[config.mk]
export PLATFORM = sky130hd
export DESIGN_NAME = epu_out_writer
export DESIGN_NICKNAME = d
export VERILOG_FILES = /design/src/rtl/epu_out_writer.sv
export SDC_FILE = /design/constraint.sdc
export NUM_CORES = 1
export LEC_CHECK = 0
export ABC_AREA = 1
export CAP_MARGIN = 0
export CELL_PAD_IN_SITES_DETAIL_PLACEMENT = 2
export CELL_PAD_IN_SITES_GLOBAL_PLACEMENT = 2
export CORE_MARGIN = 1
export CORE_UTILIZATION = 28
export CTS_CLUSTER_SIZE = 10
export DETAILED_ROUTE_END_ITERATION = 6
export PLACE_DENSITY = 0.82
export SYNTH_ARGS = -nofsm -noshare
export SYNTH_HDL_FRONTEND = slang
export SYNTH_SLANG_ARGS = --single-unit
export TNS_END_PERCENT = 1
[constraint.sdc]
create_clock -name CLK -period 2.38 [get_ports CLK]
set_input_delay 0.714 -clock CLK [delete_from_list [all_inputs] [get_ports CLK]]
set_output_delay 0.714 -clock CLK [all_outputs]
set_load 0.02 [all_outputs]
[src/rtl/epu_out_writer.sv]
// epu_out_writer: write sequencer for the EPU port of the output SRAM.
// Takes a valid/ready stream of 32-bit words and writes them to consecutive
// word addresses from a configured base. It also produces the start/end
// pulses that pass SRAM ownership between the EPU and the AXI slave.
module epu_out_writer #(
    parameter int ADDR_W = 12,
    parameter int LEN_W  = ADDR_W + 1
) (
    input  logic              CLK,
    input  logic              RSTn,
    input  logic              cfg_start,
    input  logic              cfg_abort,
    input  logic [ADDR_W-1:0] cfg_base,
    input  logic [LEN_W-1:0]  cfg_len,
    input  logic              in_valid,
    input  logic [31:0]       in_data,
    output logic              in_ready,
    output logic [ADDR_W-1:0] A_epu,
    output logic [3:0]        WEB_epu,
    output logic [31:0]       DI_epu,
    output logic              start_signal,
    output logic              end_signal,
    output logic              busy,
    output logic              done,
    output logic              err,
    output logic [LEN_W-1:0]  wr_count
);

    typedef enum logic [2:0] {
        S_IDLE  = 3'd0,
        S_ARM   = 3'd1,
        S_WRITE = 3'd2,
        S_DRAIN = 3'd3,
        S_END   = 3'd4
    } state_e;

    localparam logic [3:0] WEB_WRITE = 4'h0;
    localparam logic [3:0] WEB_IDLE  = 4'hF;

    state_e              state_q, state_d;
    logic [ADDR_W-1:0]   base_q,  base_d;
    logic [LEN_W-1:0]    len_q,   len_d;
    logic [LEN_W-1:0]    cnt_q,   cnt_d;
    logic [ADDR_W-1:0]   a_q,     a_d;
    logic [3:0]          web_q,   web_d;
    logic [31:0]         di_q,    di_d;
    logic                err_q,   err_d;

    logic                beat;
    logic [LEN_W-1:0]    cnt_inc;
    logic [ADDR_W-1:0]   wr_addr;

    // A beat only exists in WRITE; in_ready is a pure function of state so it
    // never depends combinationally on in_valid.
    assign beat    = (state_q == S_WRITE) && in_valid;
    assign cnt_inc = cnt_q + LEN_W'(1);
    // Truncation to ADDR_W gives the modulo-2^ADDR_W address wrap.
    assign wr_addr = base_q + cnt_q[ADDR_W-1:0];

    // Next-state, write-port and error logic; everything defaults to hold/no-write.
    always_comb begin
        state_d = state_q;
        base_d  = base_q;
        len_d   = len_q;
        cnt_d   = cnt_q;
        a_d     = a_q;
        di_d    = di_q;
        web_d   = WEB_IDLE;
        err_d   = 1'b0;

        case (state_q)
            S_IDLE: begin
                if (cfg_start) begin
                    if (cfg_len == '0) begin
                        err_d = 1'b1;
                    end else begin
                        base_d  = cfg_base;
                        len_d   = cfg_len;
                        cnt_d   = '0;
                        state_d = S_ARM;
                    end
                end
            end
            S_ARM: begin
                state_d = cfg_abort ? S_DRAIN : S_WRITE;
            end
            S_WRITE: begin
                if (beat) begin
                    a_d   = wr_addr;
                    di_d  = in_data;
                    web_d = WEB_WRITE;
                    cnt_d = cnt_inc;
                    if (cnt_inc == len_q) begin
                        state_d = S_DRAIN;
                    end
                end
                // An abort still lets a same-cycle beat land (handled above).
                if (cfg_abort) begin
                    state_d = S_DRAIN;
                end
            end
            // The final registered write is on the pins during DRAIN, so the
            // ownership hand-back in END never overlaps a write.
            S_DRAIN: begin
                state_d = S_END;
            end
            S_END: begin
                state_d = S_IDLE;
            end
            default: begin
                state_d = S_IDLE;
            end
        endcase

        // Any start outside IDLE is rejected and leaves the active job alone.
        if (cfg_start && (state_q != S_IDLE)) begin
            err_d = 1'b1;
        end
    end

    // State and registered SRAM port; asynchronous reset abandons any job.
    always_ff @(posedge CLK or negedge RSTn) begin
        if (!RSTn) begin
            state_q <= S_IDLE;
            base_q  <= '0;
            len_q   <= '0;
            cnt_q   <= '0;
            a_q     <= '0;
            web_q   <= WEB_IDLE;
            di_q    <= '0;
            err_q   <= 1'b0;
        end else begin
            state_q <= state_d;
            base_q  <= base_d;
            len_q   <= len_d;
            cnt_q   <= cnt_d;
            a_q     <= a_d;
            web_q   <= web_d;
            di_q    <= di_d;
            err_q   <= err_d;
        end
    end

    assign in_ready     = (state_q == S_WRITE);
    assign start_signal = (state_q == S_ARM);
    assign end_signal   = (state_q == S_END);
    assign done         = (state_q == S_END);
    assign busy         = (state_q != S_IDLE);
    assign err          = err_q;
    assign A_epu        = a_q;
    assign WEB_epu      = web_q;
    assign DI_epu       = di_q;
    assign wr_count     = cnt_q;

endmodule

== Yosys cells after proc, flatten, opt, wreduce, memory -nomap -nowiden ==
Index checks and enable logic that the tools add are counted.

* Register bits after elaboration: 90
* Input port bits: 62
* Output and inout bits: 67
* Word-level logic and storage cells: 48

* Add/sub/neg operators: 2
* Equal/unequal tests: 10
* Muxes and demuxes: 17
* Bitwise logic cells: 1
* Reduce and logical (&&, ||, !) cells: 10

{| class="wikitable"
|+ Operators with widths
! cell !! count
|-
| 13-bit two-way mux || 3
|-
| 13-bit case mux with 2 select lines || 1
|-
| 3-bit two-way mux || 5
|-
| 13-bit by 1-bit adder with 13-bit output (second input constant) || 1
|-
| 13-bit == test || 1
|-
| 13-bit zero test || 1
|-
| 12-bit adder || 1
|-
| 3-bit case mux with 4 select lines || 1
|-
| 4-bit two-way mux || 2
|-
| 4-bit AND reduction || 2
|-
| 3-bit by 2-bit == test with 1-bit output (second input constant) || 2
|-
| 3-bit by 2-bit inequality test with 1-bit output (second input constant) || 2
|-
| 1-bit two-way mux || 5
|-
| 2-bit inequality test (second input constant) || 2
|-
| 3-bit by 1-bit == test with 1-bit output (second input constant) || 1
|-
| 3-bit == test (second input constant) || 1
|-
| 3-bit zero test || 1
|-
| 3-bit AND reduction || 1
|-
| 3-bit nonzero test || 1
|-
| 1-bit logical AND || 2
|-
| 2-bit by 1-bit inequality test with 1-bit output (second input constant) || 1
|-
| 2-bit AND reduction || 1
|-
| 2-bit nonzero test || 1
|-
| 1-bit NOT || 1
|}

== Longest topological paths before layout ==
* Word-level depth: 6
* Gate-level depth with buffers: 13
* Depth with buffers taken out: 13

== Worst setup path after synthesis ==
OpenSTA, ideal clock, no wires.

* Kind: reg-to-output
* From: register state_q[2]
* To: output end_signal
* Data arrival time: 1.327 ns
* Data required time: 1.666 ns
* Setup slack: 0.339 ns
* Cell stages (with the launch flop): 3
* Path buffers: 1
* Cell sequence: dfrtp_1 > nor3b_1 > buf_4

* Longest elaborated chain between the ends: 1

{| class="wikitable"
|+ RTL lines
! item !! RTL line !! source
|-
| start: declaration || 40 || <nowiki>state_e state_q, state_d;</nowiki>
|-
| start signal: assignment || 133 || <nowiki>state_q <= state_d;</nowiki>
|-
| 3-bit == test || - ||
|-
| end: declaration || 22 || <nowiki>output logic end_signal,</nowiki>
|}

Every way passes these cells.

== Worst setup path after layout ==
* From: register cnt_q[0] (netlist: wr_count[0])
* To: output wr_count[0]

{| class="wikitable"
|+ RTL lines
! item !! RTL line !! source
|-
| start: declaration || 43 || <nowiki>logic [LEN_W-1:0] cnt_q, cnt_d;</nowiki>
|-
| start signal: assignment || 136 || <nowiki>cnt_q <= cnt_d;</nowiki>
|-
| end: declaration || 26 || <nowiki>output logic [LEN_W-1:0] wr_count</nowiki>
|}

No word-level cell between the ends.

==> metrics.txt <==
run status complete, no violations; max layer used met4; layout cells sized above 1 11.3%; worst vdd ir 0.000432 V; final-stage net count about 730; latest clock arrival within the worst-skew pair 0.35 ns; Worst EP arrival 1.60 ns; H-tree depth 3; ant diodes 0; clock transition at the registers of the reported paths 0.07 ns; Seq/Total Area, Yosys 49.1%; hpwl dp 11800 um; total global routing overflow 0; vias in the first global route 4839; die footprint 16300 um^2; type of origin of the critical path flop; final setup vio count 0; Pre-antenna DRT Iters 4; PortBufs between 100 and 150; Final ANT Viol Nets 0; #FFs+latches synth 87; die width 128 um; Highest Clock Rate 0.431 GHz; ys async rst share 100%; main flop type after synthesis dfrtp_1; area grow syn2layout 43.8%; DRC errors left 0; dpl ws -0.149 ns; wire per inst ~18 um; Post-CTS Setup Bufs 0; Worst Clk Skew 0.00657 ns; Pwr Total about 8100 uW; first-pass GRT wire length 25500 um; minimum clock period roughly 2.3 ns; core area 15300 um^2; Global Route Usage Sum 20.2%; initial core utilization 28.9%; area leader, netlist dfrtp_1; Via density 4.77; kind of critical path flop to output pin; Post-synth EDFFs 0; crit-path leading delay family buffers and inverters; hold_ws 0.296 ns; Pleak between 0.002 and 0.003 uW; drt initial violations 118; Die Height ~130 um; Avg Inst Size Synth 8.62 um^2; final slew viol count 0; Worst EP required between 1.5 and 2 ns; yosys warns 0; relative slew slack 70.0%; RD Place Congestion 0.824; Longest Clk Path Bufs 2; Critical Path End Type output pin; met3 WL 876 um; Net Count, Synth between 500 and 600; total power divided by cell area around 1300 nW/um^2; worst path bufs/invs 1; worst-path fanout max 8; CP Cell Sequence clkdlybuf4s50_1; PnR worst setup slack 0.0623 ns; Synth Cell Area 4430 um^2; metal2 WL roughly 8200 um; CTS tree done; Slowest-stage cell, CP clkdlybuf4s50_1; Tcrit/Tclk final 97.4%; CP max stage delay just over 0.7 ns; worst min-delay path class input port to asynchronous set/reset pin; post-synth cell types 42; worst slew pin tran roughly 0.45 ns; vias after detailed routing 4128; maxcap violations 0; top-area cell type share of the netlist area between 40 and 50%; Synth area leaders dfrtp_1 49%, nand2_1 15%, mux2_4 4.7%; RSZ-0062 raised after global routing no; wl on met1 6270 um; initial antenna violation count 0; num ports 129; post-synthesis cell count around 510; clock sink total 87; final hold vios 0; largest net degree at the start of global routing 40; Post-Route WL 15500 um; Site Rows 45; CTS root buffer clkbuf_16; number of CTS-inserted buffers 9
[power by group]
group | total, uW | switching [uW] | internal [uW]
registers | 2580 | 483 | 2100
clock network | 1710 | 646 | 1060
logic | 3810 | 2080 | 1730
total | 8100 | 3210 | 4890
[synth_stat cells (3+ instances only)]
master,number
nand2_1,176
o21ai_1,12
nand2_2,5
nor2_1,38
nand3b_1,3
buf_2,5
o22ai_1,9
buf_4,5
o21ai_0,7
ha_1,12
nand3_1,27
inv_2,7
inv_1,33
nor3_1,4
clkbuf_1,6
nand4_1,5
dfrtp_1,86
a21oi_1,22
xor2_1,7
mux2_2,3
mux2_4,14
[kinds of logic (layout without fill, tap and decap cells)]
kind of cell               Yosys count  count (layout)  synth area share, %
muxes                               17              17                 5.50
adders and majority gates           13              13                 3.84
xor gates and xnor gates             9               9                 1.78
DFF                                 87              87                 49.1
and+or+nand+nor                    271             271                 26.5
AOI/OAI and AO/OA                   59              59                 7.42
buffers and inverters               58             199                 5.81
[layout make-up]
| cell class | instances | area [um^2] |
|---|---|---|
| Clock buffer | 10 | 239 |
| Clock inverter | 6 | 115 |
| Fill cell | 1722 | 8940 |
| Inverter | 40 | 150 |
| Multi-Input combinational cell | 369 | 2000 |
| Sequential cell | 87 | 2180 |
| Tap cell | 211 | 264 |
| Timing Repair Buffer | 143 | 1430 |
[what timing repair did]
action	CTS	global route
hold buffers	0	0
gates resized for setup	4	2
hold endpoints to repair	0	0
endpoints found under the setup margin	4	2
[routing by layer]
layer	vias to the layer above	GRT usage, %
li1	1927	-
met1	2081	22.8
met2	101	37.2
met3	19	5.97
met4	0	4.71
met5	-	0
[through the flow]
step | instances | TNS (ns) | utilization [%] | area, um^2
2_1_floorplan | 514 | 0 | - | 4430
3_3_place_gp | 850 | -0.143 | 39.3 | 6020
3_5_place_dp | 850 | -1.94 | 39.3 | 6020
4_1_cts | 866 | 0 | 41.6 | 6370
5_1_grt | 866 | 0 | 41.6 | 6370
6_report | 866 | 0 | 41.6 | 6370
[worst paths after layout]
| kind | depth (start not counted) | end | start | slack [ns] |
|---|---|---|---|---|
| max in group asynchronous | 2 | wr_count[12] | RSTn | 1.49 |
| worst min-delay path | 1 | A_epu[3] | RSTn | 0.30 |
| worst max-delay path | 1 | wr_count[0] | wr_count[0] | 0.06 |
| worst min register to register | 2 | DI_epu[26] | DI_epu[26] | 0.49 |
| worst max register to register | 9 | A_epu[8] | wr_count[0] | 0.24 |
| min in group CLK | 2 | DI_epu[26] | DI_epu[26] | 0.49 |
[registers in the layout, indices dropped and copies added (netlist names)]
signal    count
len_q        13
err           1
A_epu        12
wr_count     13
base_q       12
WEB_epu       1
DI_epu       32
state_q       3
[placed cells by master, fill, tap and decap left out, types with 2 or more instances in the layout]
cell type | Yosys | routed
a21oi_1 | 22 | 22
and2_1 | 2 | 2
buf_12 | 0 | 3
buf_4 | 5 | 13
bufinv_16 | 0 | 3
clkbuf_16 | 0 | 9
clkdlybuf4s50_1 | 0 | 122
dfrtp_1 | 86 | 86
dlygate4sd2_1 | 0 | 4
ha_1 | 12 | 12
inv_1 | 33 | 33
inv_2 | 7 | 7
inv_6 | 0 | 2
mux2_2 | 3 | 3
mux2_4 | 14 | 14
nand2_1 | 176 | 176
nand2_2 | 5 | 5
nand3_1 | 27 | 27
nand3b_1 | 3 | 3
nand4_1 | 5 | 5
nor2_1 | 38 | 38
nor2_4 | 2 | 2
nor3_1 | 4 | 3
nor3_2 | 1 | 2
nor3_4 | 2 | 2
o21ai_0 | 7 | 7
o21ai_1 | 12 | 12
o22ai_1 | 9 | 9
o31ai_1 | 2 | 2
or2_2 | 2 | 2
xnor2_1 | 2 | 2
xor2_1 | 7 | 7
Note: power is estimated with default switching activity, not from simulation.
